[config.mk]
export PLATFORM = sky130hd
export DESIGN_NAME = ch8_fetch_unit
export DESIGN_NICKNAME = d
export VERILOG_FILES = /design/src/rtl/ch8_fetch_unit.sv
export SDC_FILE = /design/constraint.sdc
export NUM_CORES = 1
export LEC_CHECK = 0
export BUFFER_PORTS_ARGS = -buffer_cell sky130_fd_sc_hd__buf_2
export CAP_MARGIN = 20
export CORE_MARGIN = 1
export CORE_UTILIZATION = 50
export CTS_CLUSTER_DIAMETER = 200
export DETAILED_ROUTE_END_ITERATION = 10
export PLACE_DENSITY = 0.69
export SLEW_MARGIN = 20
export SYNTH_ARGS = -nofsm -noshare
export SYNTH_HDL_FRONTEND = slang
export SYNTH_SLANG_ARGS = --single-unit
[constraint.sdc]
create_clock -name clk -period 8 [get_ports clk]
set_input_delay 0.8 -clock clk [delete_from_list [all_inputs] [get_ports clk]]
set_output_delay 0.8 -clock clk [all_outputs]
set_load 0.005 [all_outputs]
[src/rtl/ch8_fetch_unit.sv]
// CHIP-8 style instruction fetch unit: reads a 2-byte opcode from synchronous byte RAM,
// presents it to the decoder with a valid/ready handshake, and resolves jump/call/return/skip.
module ch8_fetch_unit #(
  parameter int                ADDR_W      = 12,
  parameter logic [ADDR_W-1:0] START_ADDR  = 'h200,
  parameter int                STACK_DEPTH = 16
) (
  input  logic              clk,
  input  logic              reset,
  input  logic              step_en,
  output logic              mem_rd,
  output logic [ADDR_W-1:0] mem_addr,
  input  logic [7:0]        mem_rdata,
  output logic              ins_valid,
  input  logic              ins_ready,
  output logic [15:0]       ins_opcode,
  output logic [ADDR_W-1:0] ins_pc,
  output logic [3:0]        op_x,
  output logic [3:0]        op_y,
  output logic [3:0]        op_n,
  output logic [7:0]        op_nn,
  output logic [11:0]       op_nnn,
  input  logic              ctl_jump,
  input  logic              ctl_call,
  input  logic              ctl_ret,
  input  logic              ctl_skip,
  input  logic [ADDR_W-1:0] ctl_addr,
  output logic              stack_err
);

  localparam int IDX_W = $clog2(STACK_DEPTH);
  // One extra bit so sp can hold STACK_DEPTH (stack full).
  localparam int SP_W  = IDX_W + 1;
  localparam logic [SP_W-1:0] SP_FULL = SP_W'(STACK_DEPTH);

  typedef enum logic [2:0] {
    IDLE,
    FETCH_HI,
    FETCH_LO,
    CAPTURE,
    PRESENT
  } state_t;

  state_t            state;
  logic [ADDR_W-1:0] pc;
  logic [SP_W-1:0]   sp;
  logic [SP_W-1:0]   sp_dec;
  logic [7:0]        hi_byte;
  logic [ADDR_W-1:0] stack_mem [STACK_DEPTH];
  logic              handshake;
  logic              push_en;

  assign handshake = (state == PRESENT) && ins_ready;
  assign sp_dec    = sp - SP_W'(1);
  // A call only pushes when no return outranks it, there is room, and reset is not aborting the cycle.
  assign push_en   = handshake && !reset && !ctl_ret && ctl_call && (sp != SP_FULL);

  assign op_x   = ins_opcode[11:8];
  assign op_y   = ins_opcode[7:4];
  assign op_n   = ins_opcode[3:0];
  assign op_nn  = ins_opcode[7:0];
  assign op_nnn = ins_opcode[11:0];

  // NOTE: the return-address RAM has no reset; only sp is cleared, which is enough to make old entries unreachable.
  always_ff @(posedge clk) begin
    if (push_en) stack_mem[sp[IDX_W-1:0]] <= pc;
  end

  // NOTE: every register here uses <= so all state updates see the pre-edge values of each other.
  always_ff @(posedge clk) begin
    if (reset) begin
      state      <= IDLE;
      pc         <= START_ADDR;
      sp         <= '0;
      stack_err  <= 1'b0;
      ins_valid  <= 1'b0;
      mem_rd     <= 1'b0;
      mem_addr   <= '0;
      hi_byte    <= '0;
      ins_opcode <= '0;
      ins_pc     <= '0;
    end else begin
      case (state)
        IDLE: begin
          if (step_en) begin
            state    <= FETCH_HI;
            mem_rd   <= 1'b1;
            mem_addr <= pc;
          end
        end
        FETCH_HI: begin
          state    <= FETCH_LO;
          mem_addr <= pc + ADDR_W'(1);
        end
        FETCH_LO: begin
          hi_byte <= mem_rdata;
          mem_rd  <= 1'b0;
          state   <= CAPTURE;
        end
        CAPTURE: begin
          ins_opcode <= {hi_byte, mem_rdata};
          ins_pc     <= pc;
          pc         <= pc + ADDR_W'(2);
          ins_valid  <= 1'b1;
          state      <= PRESENT;
        end
        PRESENT: begin
          if (ins_ready) begin
            ins_valid <= 1'b0;
            state     <= IDLE;
            if (ctl_ret) begin
              if (sp != '0) begin
                sp <= sp_dec;
                pc <= stack_mem[sp_dec[IDX_W-1:0]];
              end else begin
                stack_err <= 1'b1;
              end
            end else if (ctl_call) begin
              if (sp != SP_FULL) begin
                sp <= sp + SP_W'(1);
                pc <= ctl_addr;
              end else begin
                stack_err <= 1'b1;
              end
            end else if (ctl_jump) begin
              pc <= ctl_addr;
            end else if (ctl_skip) begin
              pc <= pc + ADDR_W'(2);
            end
          end
        end
        default: state <= IDLE;
      endcase
    end
  end

endmodule

After elaboration in Yosys (flattened, before gate mapping)
Memories as Yosys holds them, arrays and structs flattened.
Index checks and enable logic that the tools add are counted.
- add/subtract/negate cells: 4
- divide/modulo/power cells: 0
- $mul: 0
- order comparisons: 0
- shift-type cells: 0
- bitwise gates (word level): 0
- muxes and demuxes: 27
- reductions and logical operators: 21
- equal/unequal tests: 13
- operators with widths (operator ; number):
    two-way mux 12 bit ; 8
    case mux 12 bit (2 select lines) ; 2
    two-way mux 5 bit ; 4
    case mux 3 bit (5 select lines) ; 1
    AND reduction 5 bit ; 3
    adder 12 x 1 -> 12 bit, second input constant ; 1
    adder 12 x 2 -> 12 bit, second input constant ; 1
    inequality test 5 bit, second input constant ; 2
    nonzero test 2 bit ; 5
    two-way mux 1 bit ; 8
    inequality test 2 bit, second input constant ; 4
    AND reduction 2 bit ; 4
    == test 3 x 2 -> 1 bit, second input constant ; 2
    two-way mux 3 bit ; 2
    adder 5 x 1 -> 5 bit, second input constant ; 1
    logical AND 1 bit ; 5
    nonzero test 5 bit ; 1
    subtractor 5 x 1 -> 5 bit, second input constant ; 1
    inequality test 4 x 3 -> 1 bit, second input constant ; 1
    case mux 1 bit (2 select lines) ; 2
    == test 3 x 1 -> 1 bit, second input constant ; 1
    == test 3 bit, second input constant ; 1
    zero test 3 bit ; 1
    inequality test 3 x 2 -> 1 bit, second input constant ; 1
    other kinds (2) ; 3
- latch bits: 0
- word-level logic and storage cells: 76
- memory bits (writable): 192
- memory bits (read-only): 0
- output and inout bits: 75
- memories kept: 1
- register bits: 71
- memories (name ; words ; width ; read ports ; clocked after memory_dff ; write ports ; RTL line ; RTL):
    stack_mem ; 16 ; 12 ; 1 ; 0 ; 1 ; 49 ; logic [ADDR_W-1:0] stack_mem [STACK_DEPTH];

Depth between registers and ports, before layout
Gate-level depths: netlist of run 1.
- depth after elaboration: 8
- gate-level depth with buffers: 14
- depth with buffers taken out: 8

Least setup slack after synthesis of run 1
Ideal clock, no wire load.
- kind: flip-flop to flip-flop
- start point: register sp[0]
- end point: memory stack_mem[0][0] (enable)
- path buffers: 4
- slack: 4.439 ns
- stages on the path, launching flop included: 12
- setup time: 0.396 ns
- period minus slack after synthesis: 3.561 ns
- required time: 7.604 ns
- data arrival time: 3.164 ns
- path through: dfxtp_1 > buf_4 > buf_6 > buf_6 > buf_4 > inv_1 > ha_1 > nor3b_1 > a21boi_0 > nor4b_2 > nand2_1 > nor3_1
- longest elaborated chain between the ends: 4
- RTL lines (element ; RTL line ; RTL):
    start: declaration ; 46 ; logic [SP_W-1:0] sp;
    start signal: assignment ; 113 ; sp <= sp_dec;
    start signal: assignment ; 120 ; sp <= sp + SP_W'(1);
    inequality test 5 bit ; 56 ; assign push_en = handshake && !reset && !ctl_ret && ctl_call && (sp != SP_FULL);
    logical AND 1 bit ; 56 ;
    two-way mux 1 bit ; 66 ; if (push_en) stack_mem[sp[IDX_W-1:0]] <= pc;
    two-way mux 1 bit (not written as such) ; 66 ;
    end: declaration ; 49 ;
Parallel ways exist; a longest one is shown, timed or not.

Worst setup path after layout of run 1
- start point: register sp[0]
- end point: memory stack_mem[11][10] (enable)
The elaborated chain is that of the path after synthesis.

==> results of run 1 <==
-- how the worst max path moves through the flow --
stage                                    to  cells past startpoint  startpoint
after CTS                   stack_mem[8][9]                      7       sp[0]
after global routing       stack_mem[4][10]                      7       sp[0]
after detailed placement  stack_mem[12][10]                      7       sp[0]
after floorplan             stack_mem[0][0]                     11       sp[0]
after global placement      stack_mem[8][8]                      7       sp[0]
final                     stack_mem[11][10]                      7       sp[0]
-- cells by family after synthesis --
family | Yosys count
simple gates | 214
xor+xnor | 14
mux | 72
buf+inv | 89
fa+ha+maj | 6
flops | 263
compound gates | 135
-- through the flow --
step / hold WS (ps) / power, mW / util (%) / area [µm²] / cells
after detailed placement: 445 / 1.60 / 54.2 / 11500 / 1099
after global placement: 437 / 1.60 / 54.1 / 11500 / 1097
final: 452 / 2.80 / 58.3 / 12400 / 1148
after CTS: 453 / 2.81 / 58.3 / 12400 / 1147
after floorplan: 432 / 1.56 / - / 11000 / 793
after global routing: 466 / 2.88 / 58.3 / 12400 / 1148
-- power by group through the flow --
stage	sequential, mW	combinational (mW)	clock, mW
2_1_floorplan	1.50	0.0652	0
3_3_place_gp	1.50	0.0945	0
3_5_place_dp	1.50	0.0961	0
4_1_cts	1.48	0.0964	1.24
5_1_grt	1.48	0.106	1.30
6_report	1.48	0.0961	1.23
-- cell type report --
class / instances / area, µm²
clock buffer: 41 / 805
clock inverter: 7 / 65.1
fill: 1634 / 8870
inverter: 6 / 22.5
multi-input combinational: 441 / 3380
sequential: 263 / 7190
tap: 275 / 344
timing repair buffer: 115 / 616
-- cells in the mapped netlist (all sizes together), types with 6 or more instances --
cell type / instances / area, µm²
buf: 53 / 367
nand3: 12 / 60.1
xnor2: 8 / 77.6
inv: 6 / 22.5
nand2: 107 / 402
mux2i: 14 / 140
a31oi: 8 / 50.1
nor3: 10 / 55.1
a21oi: 65 / 325
nor2: 45 / 169
edfxtp: 192 / 5770
ha: 6 / 75.1
xor2: 6 / 52.6
clkbuf: 30 / 113
o21ai: 29 / 145
dfxtp: 71 / 1420
a211oi: 10 / 75.1
mux2: 8 / 90.1
mux4: 50 / 1130
-- routing by layer --
layer	GRT usage [%]	vias to the layer above	routed length [µm]
li1	-	3069	-
met4	9.24	0	1000
met1	32.3	3279	10700
met5	0	-	0
met3	4.36	59	2260
met2	36.2	340	11800
-- worst reg2reg max path: cells and delay by family, from the launching register on --
kind                     cells  cell delay, ps
AND/OR/NAND/NOR              4            1660
flip-flops                   1            1010
adder cells (fa/ha/maj)      1             330
AO/OA/AOI/OAI                1             290
buffers and inverters        1             280
-- flip-flops by register name, summed over array words and instances, names as in the netlist --
name / flops
pc: 12
stack_mem: 192
state: 3
ins_opcode: 16
ins_valid: 1
sp: 5
stack_err: 1
hi_byte: 8
mem_addr: 12
mem_rd: 1
ins_pc: 12
==> summary.md, run 1 <==
| Metric | Value |
|---|---|
| Status | `complete, no violations` |
| CP max stage delay | `1010 ps` |
| Syn nets | `827` |
| Max_cap viols | `0` |
| Delay-heaviest family, CP | `simple AND/OR/NAND/NOR gates` |
| Seq pwr share | `52.7%` |
| WS Path Type | `reg -> reg` |
| Type of the most critical hold path | `reg -> reg` |
| DRC | `0` |
| Yosys warnings | `0` |
| Synth-to-Final Area Change | `12.6%` |
| CTS Root Cell | `clkbuf_16` |
| DP HPWL | `approximately 16000 µm` |
| First-pass GRT wire length | `roughly 38000 µm` |
| Skew final | `between 15 and 20 ps` |
| Post-DR vias/cell | `5.88` |
| Leak pwr | `around 4.3 nW` |
| Core Region | `21300 µm²` |
| Post-DR wirelength/cell | `22.5 µm` |
| Fin crit share | `just under 50%` |
| CP endpoint kind | `register` |
| Sw Share | `between 20% and 30%` |
| Clock tree buffer depth | `3` |
| H-Tree Depth | `1` |
| Die Area | `22600 µm²` |
| Ant. Diodes | `0` |
| Synth Area in Simple Gates | `8.88%` |
| #FFs+latches synth | `263` |
| CP max FO | `52` |
| Hold path cells | `2` |
| GRT Total Usage | `23.2%` |
| Crit path cell chain | `inv_1 > ha_2 > nor3b_1 > a21boi_0 > nor4b_2 > nand2_1 > nor2_1` |
| Starting Density | `51.8%` |
| Net Sw Power | `between 500 and 600 µW` |
| Min Clock Period, post-route | `3970 ps` |
| Ys async rst share | `0%` |
| Final setup vio count | `0` |
| Unrepaired setup endpoints after global routing | `false` |
| CP Launch Type | `register` |
| EDFF count, synth | `192` |
| # Post-CTS Setup Buffers | `0` |
| Ports | `103` |
| Fin nets | `887` |
| Chip height | `about 150 µm` |
| Hold Fails Final Rpt | `0` |
| Rel. slew slack | `a little over a quarter` |
| Mean Syn Cell Area | `13.9 µm²` |
| Yosys cell types | `56` |
| Die X | `roughly 150 µm` |
| CTS sink cnt | `roughly 260` |
| Xor/xnor cell area share of the yosys netlist | `1.18%` |
| Pwr per Cell Area | `225 nW/µm²` |
| Ys flop type | `edfxtp_1` |
| # hold bufs at CTS | `0` |
| R2r setup slk | `4030 ps` |
| Worst Tran Pin Value | `approximately 1100 ps` |
| Reg2reg path depth | `7` |
| Mapped cell area | `between 10000 and 15000 µm²` |
| Total gr overflow | `0` |
| Initial antenna violation count | `0` |
| Comb pwr share | `3.4%` |
| TritonCTS clock tree | `built` |
| Worst setup margin | `a little over 4000 ps` |
| DRT antenna net count | `0` |
| CP max-delay cell | `dfxtp_4` |
| IO Port Bufs | `about 100` |
| Largest net degree at the start of global routing | `73` |
| RePlAce Congestion | `0.835` |
| Clk_lat worst skew | `540 ps` |
| Drt total wl | `25800 µm` |
| Commonest cells after routing, fill and taps aside | `192 x edfxtp_1, 107 x nand2_1, 102 x buf_2, 70 x dfxtp_1, 65 x a21oi_1` |
| Commonest non-fill, non-tap cell in the layout | `edfxtp_1` |
| PostCTS Resize Cnt | `0` |
| Place WS | `3930 ps` |
| Hold EP | `ins_opcode[12]` |
| Setup TNS | `0 ps` |
| Max Freq | `about 0.25 GHz` |
| DRT Pass-1 Iters | `6` |
| Layout cell share with drive strength beyond 1 | `26.9%` |
| CP Data Required Time | `a little over 8000 ps` |
| FP Rows | `53` |
| Buf/Inv on CP | `1` |
| Largest family of logic cells by synthesized area | `multiplexers` |
| FF-to-FF End | `stack_mem[11][10]` |
| Adder-cell share of the synthesized area | `0.681%` |
| Internal power | `2.22 mW` |
| Via Count | `6747` |
| Seq/Total Area, Yosys | `65.2%` |
| Clk pwr share | `between 40% and 50%` |
| Clk slew on worst S/H paths | `about 70 ps` |
| WP data arrival | `4110 ps` |
| Slew Viols, Final | `0` |
| Number of global-route vias before repair | `6338` |
| Initial DRC count | `463` |
| Min-delay src | `ins_opcode[12]` |
| Maximum vdd drop | `0.130 mV` |
| Post-Synthesis Cells | `793` |
| FF-to-FF Start | `sp[0]` |
| Post-synthesis mux area share | `between 10 and 15%` |
| Compound-gate portion of the synthesized area | `7.22%` |
| TritonCTS Buffers | `26` |
Note: power is estimated with default switching activity, not from simulation.
==> run 2: changes to the inputs <==
ABC_AREA = 1   (was default)
clock period = 3.75 ns   (was 8 ns; I/O delays follow)
==> run 2 against run 1 <==
  * Highest routed layer unchanged
  * Critical path depth is the same
  * Register-to-register slack lost 3000 ps
  * Final cell count grew 30%
  * Critical path type unchanged
  * Utilization is 0.44 points lower
  * First-iteration DRC count up 93%
  * Worst setup slack worse by 3000 ps
  * Non-clock buffer count up 22
  * Final area increased by 2.1%
==> summary.md, run 2 <==
| Metric | Value |
|---|---|
| FP Rows | `54` |
| Synth area leader | `edfxtp_1` |
| Max_cap viols | `0` |
| Adder-cell share of the synthesized area | `less than 1%` |
| Skew final | `14.4 ps` |
| Die Area | `23000 µm²` |
| Post-synthesis mux area share | `0%` |
| Largest net degree at the start of global routing | `103` |
| First-pass GRT wire length | `~45000 µm` |
| CTS Root Cell | `clkbuf_16` |
| Fin nets | `1226` |
| Starting Density | `51.2%` |
| # hold bufs at CTS | `0` |
| Maximum vdd drop | `0.381 mV` |
| Clk_lat worst skew | `about 530 ps` |
| FF-to-FF Start | `sp[1]` |
| Commonest cells after routing, fill and taps aside | `213 x nor2_1, 192 x edfxtp_1, 165 x nand2_1, 137 x o21ai_0, 102 x buf_2` |
| Ys flop type | `edfxtp_1` |
| # Post-CTS Setup Buffers | `0` |
| Type of the most critical hold path | `in -> reg` |
| Inst Count DP | `1443` |
| Status | `complete, no violations` |
| Crit path cell chain | `inv_1 > ha_1 > nand2_2 > nor2_4 > a2111oi_4 > nand2_1 > nor2_1` |
| CP max FO | `12` |
| Fill count | `around 1900` |
| Hold path cells | `3` |
| Clk slew on worst S/H paths | `60 ps` |
| #FFs+latches synth | `263` |
| Setup TNS | `0 ps` |
| Synth top cells by count | `213 x nor2_1, 192 x edfxtp_1, 165 x nand2_1` |
| Seq/Total Area, Yosys | `64.1%` |
| Min-delay src | `mem_rdata[7]` |
| PostCTS Resize Cnt | `0` |
| DRC | `0` |
| R2r setup slk | `1040 ps` |
| CP endpoint kind | `register` |
| Pwr per Cell Area | `479 nW/µm²` |
| Mapped cell area | `11200 µm²` |
| Clk pwr share | `42.8%` |
| Comb pwr share | `under 10%` |
| Synth-to-Final Area Change | `13.1%` |
| WS Path Type | `reg -> reg` |
| Post-DR wirelength/cell | `19.7 µm` |
| DRT Pass-1 Iters | `5` |
| Unrepaired setup endpoints after global routing | `false` |
| DP HPWL | `18600 µm` |
| CP max-delay cell | `nor2_1` |
| Sw Share | `22.0%` |
| Yosys warnings | `0` |
| Drt total wl | `29300 µm` |
| Yosys cell types | `34` |
| Initial DRC count | `893` |
| GRT Total Usage | `26.2%` |
| Mean Syn Cell Area | `10.1 µm²` |
| Largest family of logic cells by synthesized area | `simple AND/OR/NAND/NOR gates` |
| Xor/xnor cell area share of the yosys netlist | `1.23%` |
| Die X | `152 µm` |
| Final instance count without filler cells | `roughly 1500` |
| Met2 Track Usage GR | `39.6%` |
| Max Freq | `~0.37 GHz` |
| Post-Synthesis Cells | `1115` |
| Post-DR vias/cell | `5.58` |
| Total gr overflow | `0` |
| DRT antenna net count | `0` |
| CP max stage delay | `slightly below 800 ps` |
| TritonCTS clock tree | `built` |
| Clock tree buffer depth | `3` |
| Max FFs per register | `192` |
| Final setup vio count | `0` |
| Ranking of synthesized cells by area | `edfxtp_1 51%, dfxtp_1 13%, nor2_1 7.1%, o21ai_0 6.1%, nand2_1 5.5%` |
| RePlAce Congestion | `~0.9` |
| Critical path startpoint | `sp[1]` |
| CP Launch Type | `register` |
| Initial antenna violation count | `0` |
| Ant. Diodes | `0` |
| IO Port Bufs | `between 100 and 150` |
| Leak pwr | `roughly 5 nW` |
| Gr busiest metal | `met2` |
| Via Count | `between 8000 and 9000` |
| Most frequent cell after synthesis | `nor2_1` |
| Ys async rst share | `0%` |
| Hold EP | `ins_opcode[7]` |
| Number of global-route vias before repair | `7566` |
| CTS sink cnt | `263` |
| M3 GR Usage | `3.74%` |
| Min Clock Period, post-route | `2710 ps` |
| Commonest non-fill, non-tap cell in the layout | `nor2_1` |
| Core Region | `21900 µm²` |
| Slew Viols, Final | `0` |
| Chip height | `~150 µm` |
| Synth Area in Simple Gates | `17.8%` |
| Grt met1 use | `between 30 and 40%` |
| Compound-gate portion of the synthesized area | `10.2%` |
| Top-area cell type share of the netlist area | `51.4%` |
| Fin crit share | `72.3%` |
| Seq pwr share | `52.4%` |
| Ports | `103` |
| Net Sw Power | `~1.3 mW` |
| TritonCTS Buffers | `27` |
| Hold Fails Final Rpt | `0` |
| H-Tree Depth | `1` |
| CP Data Required Time | `roughly 3900 ps` |
| Syn nets | `1149` |
| FF-to-FF End | `stack_mem[0][8]` |
| EDFF count, synth | `192` |
| Rel. slew slack | `between 20% and 30%` |
| Layout cell share with drive strength beyond 1 | `15.9%` |
| Reg2reg path depth | `7` |
| WP data arrival | `2860 ps` |
| Worst Tran Pin Value | `1070 ps` |
| Internal power | `roughly 4.7 mW` |
[run 2: cell count changes in the layout (fill, tap and decap cells not counted), sizes merged, moves of 6 or more]
| cell | previous run | this run |
|---|---|---|
| nand2 | 107 | 168 |
| clkbuf | 41 | 35 |
| o21ai | 29 | 141 |
| mux4 | 50 | 0 |
| buf | 115 | 137 |
| a21oi | 65 | 41 |
| o22ai | 1 | 22 |
| mux2 | 8 | 0 |
| a211oi | 10 | 2 |
| nand3 | 12 | 91 |
| inv | 7 | 43 |
| mux2i | 14 | 0 |
| nor2 | 45 | 217 |
| a31oi | 8 | 1 |
[run 2: kinds of logic (layout without fill, tap and decap cells)]
group | count (synthesis) | count (layout)
compound gates | 214 | 214
xor+xnor | 14 | 14
fa+ha+maj | 6 | 6
simple gates | 488 | 488
flops | 263 | 263
buf+inv | 130 | 228
[run 2: power groups by stage]
stage / clock (mW) / sequential [mW] / combinational [mW]
finish: 2.60 / 3.18 / 0.291
CTS: 2.62 / 3.18 / 0.290
global placement: 0 / 3.24 / 0.286
detailed placement: 0 / 3.24 / 0.289
floorplan: 0 / 3.25 / 0.168
global route: 2.74 / 3.19 / 0.323
[run 2: worst max-delay path by stage]
stage	to	slack, ps	depth (start not counted)
2_1_floorplan	stack_mem[4][0]	900	11
3_3_place_gp	stack_mem[0][8]	1150	7
3_5_place_dp	stack_mem[0][7]	1060	7
4_1_cts	stack_mem[0][8]	1030	7
5_1_grt	stack_mem[0][0]	770	7
6_report	stack_mem[0][8]	1040	7
[run 2: layout make-up]
cell class,instances,area [µm²],area share [%]
Tap cell,280,350,2.76
Timing Repair Buffer,137,773,6.10
Clock inverter,15,138,1.09
Sequential cell,263,7190,56.7
Multi-Input combinational cell,722,3350,26.5
Clock buffer,35,716,5.65
Inverter,41,154,1.21
[run 2: worst max-delay path, delay by kind of cell (launching register included)]
family                     cells  cell delay, ps
AOI/OAI and AO/OA              1             370
adders and majority gates      1             300
buffers and inverters          1             110
DFF                            1             420
and+or+nand+nor                4            1140
[run 2: layer usage]
metal / vias up / part of all wire (%)
li1: 3958 / -
met1: 3915 / 44
met2: 404 / 44
met3: 47 / 9.5
met4: 0 / 2.4
met5: - / 0
[run 2: per-stage QoR]
step           util (%)  setup slack [ps]  instance area [µm²]  hold WS (ps)  total power, mW
2_1_floorplan         -               897                11200           456             3.42
3_3_place_gp       54.0              1150                11800           449             3.53
3_5_place_dp       54.0              1060                11800           460             3.53
4_1_cts            57.9              1030                12700          79.1             6.09
5_1_grt            57.9               767                12700          87.8             6.25
6_report           57.9              1040                12700          90.4             6.07
==> run 3: changes to the inputs <==
ABC_AREA = 0   (was 1)
clock period = 2.8 ns   (was 3.75 ns; I/O delays follow)
==> run 3 against run 2 <==
  * Largest cell class unchanged
  * Combinational power is 2% higher
  * Register-to-register slack worse by 750 ps
  * Non-clock buffer count is 15 higher
  * Worst setup slack worse by 750 ps
==> summary.md, run 3 (synthesis results as in run 1) <==
| Metric | Value |
|---|---|
| Min Clock Period, post-route | `2510 ps` |
| Final setup vio count | `0` |
| Status | `complete, no violations` |
| RePlAce Congestion | `around 0.86` |
| Chip height | `around 150 µm` |
| Critical path startpoint | `sp[1]` |
| Total gr overflow | `0` |
| Max_cap viols | `0` |
| IO Port Bufs | `slightly above 100` |
| PostCTS Resize Cnt | `0` |
| WS Path Type | `reg -> reg` |
| # Post-CTS Setup Buffers | `0` |
| WP depth | `8` |
| Fin crit share | `89.6%` |
| Ports | `103` |
| Hold_ws | `slightly below 80 ps` |
| WP data arrival | `2900 ps` |
| FF-to-FF Start | `sp[1]` |
| CP max-delay cell | `ha_4` |
| TritonCTS clock tree | `built` |
| DRT antenna net count | `0` |
| Overall power | `between 8 and 9 mW` |
| Commonest non-fill, non-tap cell in the layout | `edfxtp_1` |
| Starting Density | `51.8%` |
| Clock tree buffer depth | `3` |
| Maximum vdd drop | `0.712 mV` |
| Post-DR vias/cell | `approximately 5.7` |
| Worst Tran Pin Value | `763 ps` |
| Type of the most critical hold path | `in -> reg` |
| Commonest cells after routing, fill and taps aside | `192 x edfxtp_1, 106 x nand2_1, 102 x buf_2, 70 x dfxtp_1, 65 x a21oi_1` |
| H-Tree Depth | `1` |
| CP max FO | `23` |
| Synth-to-Final Area Change | `16.5%` |
| R2r setup slk | `between 200 and 300 ps` |
| CP Launch Type | `register` |
| First-pass GRT wire length | `37900 µm` |
| Die Area | `22600 µm²` |
| # hold bufs at CTS | `8` |
| DP HPWL | `16000 µm` |
| CTS sink cnt | `263` |
| Clk slew on worst S/H paths | `60 ps` |
| Fin nets | `between 900 and 1000` |
| CP Data Required Time | `3190 ps` |
| Delay-heaviest family, CP | `multiplexers` |
| Rel. slew slack | `around 49%` |
| CP Capture Point | `pc[1]` |
| GRT Total Usage | `22.5%` |
| Post-DR wirelength/cell | `20.8 µm` |
| Clk_lat worst skew | `540 ps` |
| Initial antenna violation count | `1` |
| Min-delay src | `step_en` |
| Core Region | `21300 µm²` |
| Max Freq | `0.398 GHz` |
| FP Rows | `53` |
| Initial DRC count | `529` |
| CP endpoint kind | `register` |
| Slew Viols, Final | `0` |
| Reg2reg path depth | `8` |
| Via Count | `6809` |
| Layout cell share with drive strength beyond 1 | `a little under a third` |
| FF-to-FF End | `pc[1]` |
| DRC | `0` |
| DRT Pass-1 Iters | `5` |
| Buf/Inv on CP | `1` |
| Drt total wl | `24700 µm` |
| Largest net degree at the start of global routing | `72` |
| Hold Fails Final Rpt | `0` |
| Leak pwr | `between 4 and 5 nW` |
| Die X | `~150 µm` |
| CTS Root Cell | `clkbuf_16` |
| TritonCTS Buffers | `27` |
| Crit path cell chain | `inv_1 > ha_4 > mux4_2 > mux2_2 > o21ai_0 > a31oi_1 > o211ai_1 > a21oi_1` |
| Setup TNS | `0 ps` |
| Pwr per Cell Area | `634 nW/µm²` |
| Skew final | `17.0 ps` |
| Max FFs per register | `~190` |
| CP max stage delay | `520 ps` |
| Number of global-route vias before repair | `6710` |
| Unrepaired setup endpoints after global routing | `false` |
## run 3: per-layer routing
metal	part of all wire (%)	track usage, %	up-vias
li1	-	-	3143
met1	43	31.4	3382
met2	48	36.6	239
met3	6.2	3.03	45
met4	2.6	7.42	0
met5	0	0	-
## run 3: cell type report
cell class                 instances  area, µm²
multi-input combinational        441       3460
sequential                       263       7190
timing repair buffer             152        931
clock buffer                      34        722
tap                              275        344
inverter                           6       22.5
fill                            1640       8440
clock inverter                    15        179
antenna                            1       2.50
## run 3: worst min-delay path by stage
stage	end	cells past startpoint	slack, ps
finish	state[0]	3	80
floorplan	hi_byte[0]	2	420
detailed placement	ins_opcode[12]	2	450
CTS	state[0]	3	60
global route	state[0]	3	110
global placement	ins_pc[8]	2	440
## run 3: power breakdown
part | switching (mW) | internal (mW) | leakage (nW) | total [mW]
logic | 0.183 | 0.115 | 1.70 | 0.298
registers | 0.0333 | 4.17 | 2.31 | 4.20
clock network | 1.45 | 2.19 | 0.443 | 3.64
total | 1.67 | 6.47 | 4.45 | 8.14
## run 3: metrics by stage
| stage | util, % | worst slack (ps) | cells | area, µm² |
|---|---|---|---|---|
| detailed placement | 55.7 | 361 | 1129 | 11900 |
| finish | 60.4 | 290 | 1187 | 12800 |
| global route | 60.3 | 131 | 1186 | 12800 |
| CTS | 60.3 | 317 | 1186 | 12800 |
| global placement | 55.7 | 397 | 1129 | 11900 |
| floorplan | - | 19.5 | 793 | 11200 |
## run 3: tightest hold or removal path, cell delays in order
cell,delay (ps)
buf_2,130
o21ai_0,90
nor2_1,80
